File: config.mk
export PLATFORM = sky130hd
export DESIGN_NAME = seq_divider
export DESIGN_NICKNAME = d
export VERILOG_FILES = /design/src/rtl/seq_divider.sv
export SDC_FILE = /design/constraint.sdc
export NUM_CORES = 1
export LEC_CHECK = 0
export BUFFER_PORTS_ARGS = -buffer_cell sky130_fd_sc_hd__buf_2
export CAP_MARGIN = 40
export CORE_UTILIZATION = 45
export CTS_CLUSTER_DIAMETER = 200
export DETAILED_ROUTE_END_ITERATION = 6
export PLACE_DENSITY = 0.71
export SLEW_MARGIN = 15
export SYNTH_ARGS = -nofsm -noshare
export SYNTH_HDL_FRONTEND = slang
export SYNTH_SLANG_ARGS = --single-unit
File: constraint.sdc
create_clock -name clk -period 5.23 [get_ports clk]
set_input_delay 1.046 -clock clk [delete_from_list [all_inputs] [get_ports clk]]
set_output_delay 1.046 -clock clk [all_outputs]
set_load 0.005 [all_outputs]
File: src/rtl/seq_divider.sv
// Iterative unsigned restoring divider: 16-bit dividend / 8-bit divisor, one quotient bit per clock.
// Optional early-out for dividend < divisor is enabled by defining SEQ_DIVIDER_EARLY_OUT_EN.
module seq_divider (
  input  logic        clk,
  input  logic        reset,
  input  logic        start,
  input  logic [15:0] dividend,
  input  logic [7:0]  divisor,
  output logic        ready,
  output logic        busy,
  output logic        done,
  output logic [7:0]  quotient,
  output logic [7:0]  remainder,
  output logic        div_by_zero,
  output logic        overflow
);

  localparam int unsigned DW = 8;
  localparam int unsigned CW = 3;
  localparam int unsigned TW = DW + 1;

  typedef enum logic [1:0] {
    S_IDLE = 2'd0,
    S_CALC = 2'd1,
    S_DONE = 2'd2
  } state_t;

  state_t          state, state_n;
  logic [DW-1:0]   rem_q, rem_n;
  logic [DW-1:0]   low_q, low_n;
  logic [DW-1:0]   dsr_q, dsr_n;
  logic [CW-1:0]   cnt_q, cnt_n;
  logic [DW-1:0]   quo_n, remo_n;
  logic            dbz_n, ovf_n;

  logic [TW-1:0]   trial;
  logic            qbit;
  logic [DW-1:0]   rem_step;
  logic [DW-1:0]   low_step;

  // One restoring step: shift in the next dividend bit and try to subtract the divisor.
  always_comb begin
    trial    = {rem_q, low_q[DW-1]};
    qbit     = (trial >= {1'b0, dsr_q});
    rem_step = qbit ? DW'(trial - {1'b0, dsr_q}) : trial[DW-1:0];
    low_step = {low_q[DW-2:0], qbit};
  end

  // Next-state and datapath next values.
  always_comb begin
    state_n = state;
    rem_n   = rem_q;
    low_n   = low_q;
    dsr_n   = dsr_q;
    cnt_n   = cnt_q;
    quo_n   = quotient;
    remo_n  = remainder;
    dbz_n   = div_by_zero;
    ovf_n   = overflow;

    unique case (state)
      S_IDLE: begin
        if (start) begin
          dsr_n = divisor;
          if (divisor == '0) begin
            dbz_n   = 1'b1;
            ovf_n   = 1'b0;
            quo_n   = 8'hFF;
            remo_n  = 8'h00;
            state_n = S_DONE;
          end else if (dividend[15:8] >= divisor) begin
            dbz_n   = 1'b0;
            ovf_n   = 1'b1;
            quo_n   = 8'hFF;
            remo_n  = 8'h00;
            state_n = S_DONE;
          end else begin
            dbz_n = 1'b0;
            ovf_n = 1'b0;
`ifdef SEQ_DIVIDER_EARLY_OUT_EN
            if (dividend < {8'h00, divisor}) begin
              quo_n   = 8'h00;
              remo_n  = dividend[7:0];
              state_n = S_DONE;
            end else begin
              rem_n   = dividend[15:8];
              low_n   = dividend[7:0];
              cnt_n   = '0;
              state_n = S_CALC;
            end
`else
            rem_n   = dividend[15:8];
            low_n   = dividend[7:0];
            cnt_n   = '0;
            state_n = S_CALC;
`endif
          end
        end
      end
      S_CALC: begin
        rem_n = rem_step;
        low_n = low_step;
        cnt_n = cnt_q + CW'(1);
        if (cnt_q == CW'(7)) begin
          quo_n   = low_step;
          remo_n  = rem_step;
          state_n = S_DONE;
        end
      end
      S_DONE: begin
        state_n = S_IDLE;
      end
      default: begin
        state_n = S_IDLE;
      end
    endcase
  end

  // State, datapath and registered handshake outputs.
  always_ff @(posedge clk) begin
    if (reset) begin
      state       <= S_IDLE;
      rem_q       <= '0;
      low_q       <= '0;
      dsr_q       <= '0;
      cnt_q       <= '0;
      quotient    <= '0;
      remainder   <= '0;
      div_by_zero <= 1'b0;
      overflow    <= 1'b0;
      ready       <= 1'b1;
      busy        <= 1'b0;
      done        <= 1'b0;
    end else begin
      state       <= state_n;
      rem_q       <= rem_n;
      low_q       <= low_n;
      dsr_q       <= dsr_n;
      cnt_q       <= cnt_n;
      quotient    <= quo_n;
      remainder   <= remo_n;
      div_by_zero <= dbz_n;
      overflow    <= ovf_n;
      ready       <= (state_n == S_IDLE);
      busy        <= (state_n == S_CALC);
      done        <= (state_n == S_DONE);
    end
  end

endmodule

==> results of run 1 <==
[where the power goes]
group | switching (mW) | total, mW | internal [mW]
combinational | 0.215 | 0.370 | 0.155
clock | 0.122 | 0.256 | 0.134
sequential | 0.0262 | 0.441 | 0.414
[final timing paths]
check             slack, ns  cells past startpoint            to         from
setup / recovery       2.33                      8  remainder[5]   divisor[2]
hold reg to reg        0.46                      2   quotient[6]  quotient[6]
hold / removal         0.46                      2   quotient[6]  quotient[6]
setup reg to reg       2.91                      7      rem_q[0]     dsr_q[6]
[layout by cell type (no fill, tap or decap), types with 7 or more instances in the layout]
cell type	n
sky130_fd_sc_hd__dfxtp_1	50
sky130_fd_sc_hd__inv_1	29
sky130_fd_sc_hd__a211oi_1	27
sky130_fd_sc_hd__nand2_1	28
sky130_fd_sc_hd__nand3_1	8
sky130_fd_sc_hd__nor4b_1	7
sky130_fd_sc_hd__ha_1	18
sky130_fd_sc_hd__clkbuf_8	8
sky130_fd_sc_hd__nand2b_1	7
sky130_fd_sc_hd__buf_2	47
sky130_fd_sc_hd__a21oi_1	24
sky130_fd_sc_hd__nor2_1	25
sky130_fd_sc_hd__mux2i_1	12
[cell usage after synthesis (all sizes together)]
master	instances
xnor2	1
a311oi	1
o2bb2ai	5
o221ai	1
nor2b	7
o21a	4
o211a	1
dlygate4sd1	1
clkbuf	8
buf	7
or4	3
a211o	2
a32o	3
o31ai	2
a21o	6
nand2	28
o22a	1
nand3	8
nor2	25
nand2b	7
nor4b	7
o21ai	8
nor3	1
a21boi	1
inv	29
a221oi	1
or2	1
o32a	1
a211oi	29
o31a	2
a21oi	25
mux2i	12
dfxtp	50
ha	18
or3	4
mux2	5
a2111oi	4
fa	1
a31oi	1
[sequential cells by signal (all words and copies together), names as in the netlist, 2 cells and up]
| name | flops |
|---|---|
| remainder | 8 |
| state | 2 |
| rem_q | 8 |
| quotient | 8 |
| low_q | 8 |
| cnt_q | 3 |
| dsr_q | 8 |
[area by class of cell]
type / count / area, µm² / area share, %
inverter: 29 / 109 / 3.39
sequential: 50 / 1000 / 31.2
timing repair buffer: 51 / 273 / 8.50
tap: 75 / 93.8 / 2.93
clock buffer: 8 / 110 / 3.43
multi-input combinational: 226 / 1620 / 50.5
[logic make-up (layout without fill, tap and decap cells)]
| kind of cell | Yosys count | count (layout) | share of synthesized area, % |
|---|---|---|---|
| XOR/XNOR | 1 | 1 | 0.308 |
| multiplexers | 17 | 17 | 6.33 |
| buffers and inverters | 45 | 88 | 7.87 |
| adder cells (fa/ha/maj) | 19 | 19 | 8.62 |
| AO/OA/AOI/OAI | 98 | 98 | 25.5 |
| AND/OR/NAND/NOR | 91 | 91 | 16.2 |
| flip-flops | 50 | 50 | 35.2 |
[tightest hold or removal path, cell delays in order, from the launching register on]
cell and delay (ns):
sky130_fd_sc_hd__dfxtp_1 0.32, sky130_fd_sc_hd__inv_1 0.04, sky130_fd_sc_hd__a211oi_1 0.05
[routing by layer]
| layer | vias to the layer above | GRT usage (%) |
|---|---|---|
| met4 | 0 | 5.00 |
| met5 | - | 0 |
| met2 | 59 | 36.4 |
| li1 | 1245 | - |
| met1 | 1141 | 28.0 |
| met3 | 6 | 3.44 |
[per-stage QoR]
| step | util [%] | hold WS, ns |
|---|---|---|
| after floorplan | - | 0.436 |
| after global placement | 51.0 | 0.441 |
| after detailed placement | 51.4 | 0.443 |
| after CTS | 53.2 | 0.463 |
| after global routing | 53.2 | 0.477 |
| final | 53.2 | 0.457 |
==> impl_results.md, run 1 <==
- RSZ-0062 raised after global routing: false
- DRC: 0
- Met3 routed WL: about 240 µm
- Final design instance area without fill: between 3000 and 4000 µm²
- Number of search-and-repair iterations in the first detailed-routing pass: 4
- Hold Path Class: flip-flop to flip-flop
- ANT cells: 0
- Crit path cell chain: buf_2 -> inv_1 -> ha_1 -> a211oi_1 -> o21ai_2 -> a211o_1 -> a221oi_2 -> a32o_1
- Remaining Overflow, GRT: 0
- Ports placed on the boundary: 48
- Clk Tree Root Cell: sky130_fd_sc_hd__clkbuf_8
- Sequential cell area fraction in the yosys report: a little over a third
- Worst Setup Slack, final: 2.33 ns
- Global placer's final weighted congestion: 0.854
- Top cell type by total area after synthesis: sky130_fd_sc_hd__dfxtp_1
- Summed instance area of the synthesized netlist: between 2000 and 3000 µm²
- VDD IR-drop max: 0.160 mV
- Total Power Consumption: ~1.1 mW
- Worst path buffer plus inverter count: 2
- GRT Total Usage: 21.4%
- Delay of the slowest critical-path stage: 0.68 ns
- Highest signal layer in the routed design: met4
- Required time at the worst-slack endpoint: 5.48 ns
- Final hold violations: 0
- Final routed wirelength across all metal layers: ~6600 µm
- Die width: about 80 µm
- Max FO, Critical Path: 8
- Number of sinks handled by clock tree synthesis: 50
- Fmax: 345 MHz
- Worst-Margin Slew: 0.833 ns
- Run status: finished clean
- Floorplan die area: 6650 µm²
- Static leakage: 1.38 nW
- Headroom to the max-slew limit: 44.5%
- DR iter-0 viols: 129
- Clk_lat worst skew: 0.30 ns
- Half-perimeter wire length of the detailed placement result: around 4900 µm
- Layout Cells excl Fill: 439
- Maximum level of the CTS H-tree: 2
- Routed wirelength normalized by instance count: roughly 15 µm
- Number of rows created at floorplan: 28
- Slowest library cell on the worst path: sky130_fd_sc_hd__a221oi_2
- Clock slew seen by the registers of the worst setup and hold paths: approximately 0.09 ns
- Antenna violation net count after detailed routing: 0
- Signal arrival time at the worst endpoint: around 3.2 ns
- FF+latch count, synth: 50
- Die Height: between 80 and 90 µm
- Vias per cell: 5.58
- Cell area after placement: 3100 µm²
- Synth area leaders: sky130_fd_sc_hd__dfxtp_1 (35%), sky130_fd_sc_hd__ha_1 (7.9%), sky130_fd_sc_hd__a211oi_1 (7.1%), sky130_fd_sc_hd__a21oi_1 (4.2%), sky130_fd_sc_hd__mux2i_1 (4.2%)
- Type of the setup path with the least slack: primary input to flip-flop
- Pin count of the biggest net entering global routing: 46
- Fraction of layout instances using a drive strength above 1: 20.6%
- Setup_tns: 0 ns
- Layout filler cell count: 575
- Post-Route M1 WL: 3160 µm
- Number of distinct library cells after synthesis: 52
- Via count of the first global-routing pass: around 2300
- Max-capacitance violation count: 0
- Power density of the placed cells: 332 nW/µm²
- Inserted Clock Buffers: 5
- Mapped Cells: 321
- Met2 WL: 3130 µm
- Core area: 6030 µm²
- Post-Syn Nets: 367
- Total number of vias: between 2000 and 2500
- Count of endpoints failing setup in the final report: 0
- Number of antenna violations at the first check in global routing: 0
- Synth-to-layout area growth: 12.7%
- Syn Area/Cell: approximately 8.9 µm²
- Crit path max-delay family: compound AO/OA/AOI/OAI gates
- Type of element capturing the critical path: flip-flop
- Quantity of I/O buffers inserted on ports: 47
- Number of nets at the end of the flow: 409
- Setup slack at placement: between 2 and 2.5 ns
- Post-CTS Setup Repair Bufs: 0
- Final critical delay including setup and external delays: 2.90 ns
- Clock tree from TritonCTS: built
- Startpoint Class: primary input
- Post-cts sizing count: 0
- Number of buffers on the longest clock path: 2
- Top-area cell type share of the netlist area: between 30% and 40%
- Yosys warns: 0
- Hold-fix buffers, CTS: 0
- Starting density of the core: 47.2%
- Cell total after placement: 431
- Final-report max-slew violation count: 0
- Wire length of the first global-routing pass: 10900 µm
- Setup clock skew after layout: roughly 0.0066 ns
- Fraction of the cycle the final worst path needs: 55.4%
(Power assumes the default switching activity.)
==> inputs of run 2 (changes only) <==
- clock period: 5.23 -> 2.7 ns (I/O delays scaled with it)
==> run 2 against run 1 <==
Compared with the run above:
- utilization up 0.42 points
- final area increased by 0.78%
- critical endpoint is now remainder[7]
- worst hold slack lost 0.0065 ns
- worst setup slack got worse by 2.0 ns
- flip-flop and latch count unchanged
- die area did not move
- largest cell class unchanged
- global-route usage is 0.099 points higher
- via count fell by 1.1%
- clock skew shrank 0.0033 ns
==> impl_results.md, run 2 (synthesis results as in run 1) <==
- Run status: finished clean
- Type of the setup path with the least slack: flip-flop to flip-flop
- Startpoint Class: flip-flop
- Slowest library cell on the worst path: sky130_fd_sc_hd__or4_1
- Number of sinks handled by clock tree synthesis: 50 (unchanged)
- Cell total after placement: 434 (+0.70%)
- Global placer's final weighted congestion: 0.873 (+2.2%)
- Fmax: 431 MHz
- GRT Total Usage: 21.5% (+0.099 points)
- Signal arrival time at the worst endpoint: 2.52 ns (-0.63 ns)
- Quantity of I/O buffers inserted on ports: 47 (unchanged)
- Clk Tree Root Cell: sky130_fd_sc_hd__clkbuf_8
- Floorplan die area: 6650 µm² (unchanged)
- VDD IR-drop max: 0.401 mV (+150%)
- Fraction of layout instances using a drive strength above 1: 21.0% (+0.43 points)
- Max FO, Critical Path: 10 (+2)
- Delay of the slowest critical-path stage: 0.56 ns (-0.12 ns)
- Required time at the worst-slack endpoint: 2.90 ns (-2.58 ns)
- Area occupied by multi-input gates: 1620 µm² (unchanged)
- Total number of vias: 2424 (-1.1%)
- Setup clock skew after layout: 0.00333 ns (-0.00330 ns)
- Headroom to the max-slew limit: 58.3% (+14 points)
- Clock slew seen by the registers of the worst setup and hold paths: 0.08 ns (about the same)
- Remaining Overflow, GRT: 0 (unchanged)
- DRC: 0 (unchanged)
- Number of antenna violations at the first check in global routing: 0 (unchanged)
- Setup_tns: 0 ns (unchanged)
- Synth-to-layout area growth: 13.6%
- Post-cts sizing count: 0 (unchanged)
- Inserted Clock Buffers: 5 (unchanged)
- Core area: 6030 µm² (unchanged)
- Highest-count cells in the layout ignoring fill and taps: sky130_fd_sc_hd__dfxtp_1 (50), sky130_fd_sc_hd__buf_2 (47), sky130_fd_sc_hd__inv_1 (29)
- Number of search-and-repair iterations in the first detailed-routing pass: 4 (unchanged)
- Fraction of the cycle the final worst path needs: a little under nine tenths
- ANT cells: 0 (unchanged)
- Final routed wirelength across all metal layers: 6480 µm (-1.5%)
- Hold Path Class: flip-flop to flip-flop
- Pin count of the biggest net entering global routing: 27 (-41%)
- Power dissipated by switching net loads: 0.700 mW (+93%)
- Half-perimeter wire length of the detailed placement result: 4870 µm (-0.75%)
- Total Power Consumption: 2.10 mW (+97%)
- Via count of the first global-routing pass: 2245 (-2.5%)
- Max-capacitance violation count: 0 (unchanged)
- Share of total power in sequential cells: 40.6% (-0.7 points)
- Maximum level of the CTS H-tree: 2 (unchanged)
- Routed wirelength normalized by instance count: 14.7 µm (-1.9%)
- Ports placed on the boundary: 48 (unchanged)
- Antenna violation net count after detailed routing: 0 (unchanged)
- Area of all sequential standard cells: 1000 µm² (unchanged)
- Final hold violations: 0 (unchanged)
- Most common cell after layout, fill and taps aside: sky130_fd_sc_hd__dfxtp_1
- Layout Cells excl Fill: 441 (+0.46%)
- Combinational Power Share: 34.1% (-0.6 points)
- Final core occ: 53.7% (+0.42 points)
- Starting density of the core: 47.2% (unchanged)
- Die Height: 81.5 µm (unchanged)
- Clock tree from TritonCTS: built
- Number of buffers on the longest clock path: 2 (unchanged)
- Number of rows created at floorplan: 28 (unchanged)
- Clk pwr share: 25.3% (+1.3 points)
- Switching fraction of total power: 33.3% (-0.81 points)
- Final-report max-slew violation count: 0 (unchanged)
- Crit path cell chain: inv_1 -> ha_1 -> a21oi_1 -> o221ai_1 -> a21oi_2 -> or4_1 -> a32o_1
- Met2 track demand over resource: 34.8% (-1.6 points)
- Layout filler cell count: 594 (+3.3%)
- Hold-fix buffers, CTS: 0 (unchanged)
- Number of nets at the end of the flow: 412 (+0.73%)
- Internal power of the cells: 1.40 mW (+100%)
- RSZ-0062 raised after global routing: false
- Vias per cell: 5.50 (-1.6%)
- Count of endpoints failing setup in the final report: 0 (unchanged)
- Static leakage: 1.39 nW (+1.1%)
- Grt peak-use layer: met2
- Worst-Margin Slew: 0.624 ns (-0.208 ns)
- Met1 usage in global routing: 28.6% (+0.63 points)
- Power density of the placed cells: 650 nW/µm² (+96%)
- DR iter-0 viols: 122 (-5.4%)
- Post-CTS Setup Repair Bufs: 0 (unchanged)
- Met3 global-route usage: 3.67% (+0.22 points)
- Clk_lat worst skew: 0.30 ns (about the same)
- Die width: 81.5 µm (unchanged)
- Final critical delay including setup and external delays: 2.32 ns
- Type of element capturing the critical path: flip-flop
- Wire length of the first global-routing pass: 10800 µm (-1.3%)
[run 2: changes by cell type in the layout (fill, tap and decap cells not counted), sizes merged]
cell and delta:
bufinv +1, buf +3, clkbuf -2
[run 2: worst max-delay path: cells and delay by family, from the launching register on]
family | cells | cell delay (ns)
AO/OA/AOI/OAI | 4 | 0.89
buffers and inverters | 1 | 0.05
adder cells (fa/ha/maj) | 1 | 0.36
flip-flops | 1 | 0.34
AND/OR/NAND/NOR | 1 | 0.56
[run 2: final timing paths]
| kind | startpoint | end | slack, ns | depth (start not counted) |
|---|---|---|---|---|
| max | dsr_q[6] | remainder[7] | 0.38 | 7 |
| min | overflow | overflow | 0.45 | 2 |
| max reg2reg | dsr_q[6] | remainder[7] | 0.38 | 7 |
| min reg2reg | overflow | overflow | 0.45 | 2 |
[run 2: routing by layer]
| layer | vias to the layer above | part of all wire (%) | wire (µm) |
|---|---|---|---|
| li1 | 1251 | - | - |
| met1 | 1104 | 48 | 3110 |
| met2 | 59 | 46 | 3000 |
| met3 | 10 | 4.1 | 268 |
| met4 | 0 | 1.5 | 94 |
| met5 | - | 0 | 0 |
[run 2: power groups by stage]
stage | Clock, mW | Combinational, mW | Sequential (mW)
4_1_cts | 0.549 | 0.715 | 0.854
3_5_place_dp | 0 | 0.712 | 0.870
3_3_place_gp | 0 | 0.696 | 0.870
6_report | 0.532 | 0.717 | 0.854
5_1_grt | 0.580 | 0.802 | 0.865
2_1_floorplan | 0 | 0.569 | 0.854
[run 2: cell type report]
type,instances,area share [%]
Multi-Input combinational cell,226,50.2
Sequential cell,50,31.0
Timing Repair Buffer,54,9.13
Inverter,29,3.37
Tap cell,75,2.90
Clock buffer,6,2.55
Clock inverter,1,0.929
[run 2: metrics by stage]
step	area (µm²)	setup slack, ns	hold WS (ns)
after CTS	3230	0.400	0.456
after global routing	3230	0.268	0.477
after detailed placement	3120	0.216	0.444
after global placement	3110	0.255	0.442
final	3230	0.381	0.451
after floorplan	2850	0.410	0.436
==> inputs of run 3 (changes only) <==
- GPL_TIMING_DRIVEN: default -> 0
- PLACE_DENSITY: 0.71 -> 0.66
- clock period: 2.7 -> 2.9 ns (I/O delays scaled with it)
==> run 3 against run 2 <==
Compared with the run above:
- total power hardly changed
- final area rose by 2.5%
- worst hold slack gained 0.0025 ns
- register-to-register slack improved by 0.16 ns
- routed wire length is 6.9% higher
- critical endpoint is now remainder[5]
==> impl_results.md, run 3 (synthesis results as in run 1) <==
- Run status: finished clean
- Routed wirelength normalized by instance count: 15.4 µm (+4.7%)
- Number of sinks handled by clock tree synthesis: 50 (unchanged)
- DR iter-0 viols: 139 (+14%)
- Maximum level of the CTS H-tree: 2 (unchanged)
- Clock tree from TritonCTS: built
- Met3 global-route usage: 2.67% (-1.0 points)
- Type of element capturing the critical path: flip-flop
- Number of antenna violations at the first check in global routing: 0 (unchanged)
- Number of search-and-repair iterations in the first detailed-routing pass: 4 (unchanged)
- Total number of vias: 2478 (+2.2%)
- Fraction of layout instances using a drive strength above 1: 20.3% (-0.77 points)
- Core area: 6030 µm² (unchanged)
- Hold-fix buffers, CTS: 0 (unchanged)
- Startpoint Class: primary input
- Floorplan die area: 6650 µm² (unchanged)
- Via count of the first global-routing pass: 2276 (+1.4%)
- VDD IR-drop max: 0.410 mV (+2.1%)
- Number of nets at the end of the flow: 420 (+1.9%)
- Max-capacitance violation count: 0 (unchanged)
- Number of buffers on the longest clock path: 2 (unchanged)
- Setup clock skew after layout: 0.0102 ns (+0.00689 ns)
- Most common cell after layout, fill and taps aside: sky130_fd_sc_hd__dfxtp_1
- Met1 usage in global routing: 29.7% (+1.1 points)
- Type of the setup path with the least slack: primary input to flip-flop
- Ports placed on the boundary: 48 (unchanged)
- Highest-count cells in the layout ignoring fill and taps: sky130_fd_sc_hd__dfxtp_1 (50), sky130_fd_sc_hd__buf_2 (46), sky130_fd_sc_hd__inv_1 (29)
- Worst-Margin Slew: 0.867 ns (+0.243 ns)
- Final routed wirelength across all metal layers: 6920 µm (+6.9%)
- Final-report max-slew violation count: 0 (unchanged)
- Fraction of the cycle the final worst path needs: about 87%
- Internal power of the cells: 1.42 mW (+0.95%)
- Worst Setup Slack, final: 0.374 ns (-0.00733 ns)
- Final hold violations: 0 (unchanged)
- Clk Tree Root Cell: sky130_fd_sc_hd__clkbuf_8
- Count of endpoints failing setup in the final report: 0 (unchanged)
- Share of total power in sequential cells: 37.5% (-3.1 points)
- Global placer's final weighted congestion: 0.798 (-8.5%)
- Die width: 81.5 µm (unchanged)
- Met2 track demand over resource: 38.7% (+3.8 points)
- Antenna violation net count after detailed routing: 0 (unchanged)
- Post-CTS Setup Repair Bufs: 0 (unchanged)
- Setup slack at placement: 0.0871 ns (-0.129 ns)
- Combinational Power Share: 33.4% (-0.7 points)
- Signal arrival time at the worst endpoint: 2.78 ns (+0.26 ns)
- Starting density of the core: 47.2% (unchanged)
- Cell total after placement: 442 (+1.8%)
- Inserted Clock Buffers: 5 (unchanged)
- Clock slew seen by the registers of the worst setup and hold paths: 0.09 ns (about the same)
- Grt peak-use layer: met2
- Remaining Overflow, GRT: 0 (unchanged)
- Number of rows created at floorplan: 28 (unchanged)
- Fmax: 396 MHz
- Headroom to the max-slew limit: 42.2% (-16 points)
- Final critical delay including setup and external delays: 2.53 ns
- Vias per cell: 5.51 (+0.18%)
- Layout Cells excl Fill: 450 (+2.0%)
- Synth-to-layout area growth: 16.4%
- GRT Total Usage: 22.7% (+1.2 points)
- Hold Path Class: flip-flop to flip-flop
- Pin count of the biggest net entering global routing: 16 (-41%)
- Die Height: 81.5 µm (unchanged)
- Clk_lat worst skew: 0.31 ns (about the same)
- Wire length of the first global-routing pass: 11400 µm (+5.6%)
- Static leakage: 1.42 nW (+2.0%)
- Clk pwr share: 29.0% (+3.7 points)
- Power density of the placed cells: 635 nW/µm² (-2.4%)
- Quantity of I/O buffers inserted on ports: 46 (-2.1%)
- Half-perimeter wire length of the detailed placement result: 5250 µm (+7.7%)
- Switching fraction of total power: 32.7% (-0.59 points)
- Power dissipated by switching net loads: 0.688 mW (-1.7%)
- Setup_tns: 0 ns (unchanged)
- Max FO, Critical Path: 8 (-2)
- Required time at the worst-slack endpoint: 3.15 ns (+0.25 ns)
- ANT cells: 0 (unchanged)
- Post-cts sizing count: 0 (unchanged)
- Layout filler cell count: 576 (-3.0%)
- RSZ-0062 raised after global routing: false
- DRC: 0 (unchanged)
run 3: changes by cell type in the layout (fill, tap and decap cells not counted), sizes merged:
cell / change
buf: -1
bufinv: +1
clkbuf: +8
dlygate4sd1: +1
run 3: routing by layer:
metal	wire, µm	up-vias	part of all wire, %
li1	-	1264	-
met1	3230	1149	47
met2	3370	59	49
met3	251	6	3.6
met4	71	0	1.0
met5	0	-	0
run 3: final timing paths:
| kind | startpoint | to | slack [ns] | cells past startpoint |
|---|---|---|---|---|
| max | divisor[2] | remainder[5] | 0.37 | 8 |
| min | overflow | overflow | 0.45 | 2 |
| max reg2reg | dsr_q[7] | remainder[7] | 0.54 | 7 |
| min reg2reg | overflow | overflow | 0.45 | 2 |
run 3: cell type report:
cell class | instances | area (µm²) | area share, %
Buffer | 16 | 115 | 3.47
Clock buffer | 6 | 82.6 | 2.49
Clock inverter | 2 | 60.1 | 1.81
Inverter | 29 | 109 | 3.29
Multi-Input combinational cell | 226 | 1620 | 48.9
Sequential cell | 50 | 1000 | 30.2
Tap cell | 75 | 93.8 | 2.83
Timing Repair Buffer | 46 | 230 | 6.95
run 3: critical path: stages:
cell	delay, ns
sky130_fd_sc_hd__buf_2	0.10
sky130_fd_sc_hd__inv_1	0.04
sky130_fd_sc_hd__ha_1	0.28
sky130_fd_sc_hd__a211oi_1	0.29
sky130_fd_sc_hd__o21ai_2	0.19
sky130_fd_sc_hd__a211o_1	0.35
sky130_fd_sc_hd__a221oi_2	0.73
sky130_fd_sc_hd__a32o_1	0.21
run 3: power by group through the flow:
stage          clock network, mW  logic, mW  registers [mW]
6_report                   0.611      0.704           0.790
4_1_cts                    0.621      0.704           0.789
3_3_place_gp                   0      0.691           0.803
3_5_place_dp                   0      0.699           0.804
5_1_grt                    0.645      0.787           0.798
2_1_floorplan                  0      0.530           0.795
run 3: stage by stage:
stage | cell area [µm²] | total power, mW | utilization (%) | hold WS (ns)
4_1_cts | 3310 | 2.11 | 55.0 | 0.458
5_1_grt | 3310 | 2.23 | 55.0 | 0.483
3_5_place_dp | 3170 | 1.50 | 52.6 | 0.440
6_report | 3310 | 2.10 | 55.0 | 0.453
3_3_place_gp | 3170 | 1.49 | 52.6 | 0.443
2_1_floorplan | 2850 | 1.32 | - | 0.436
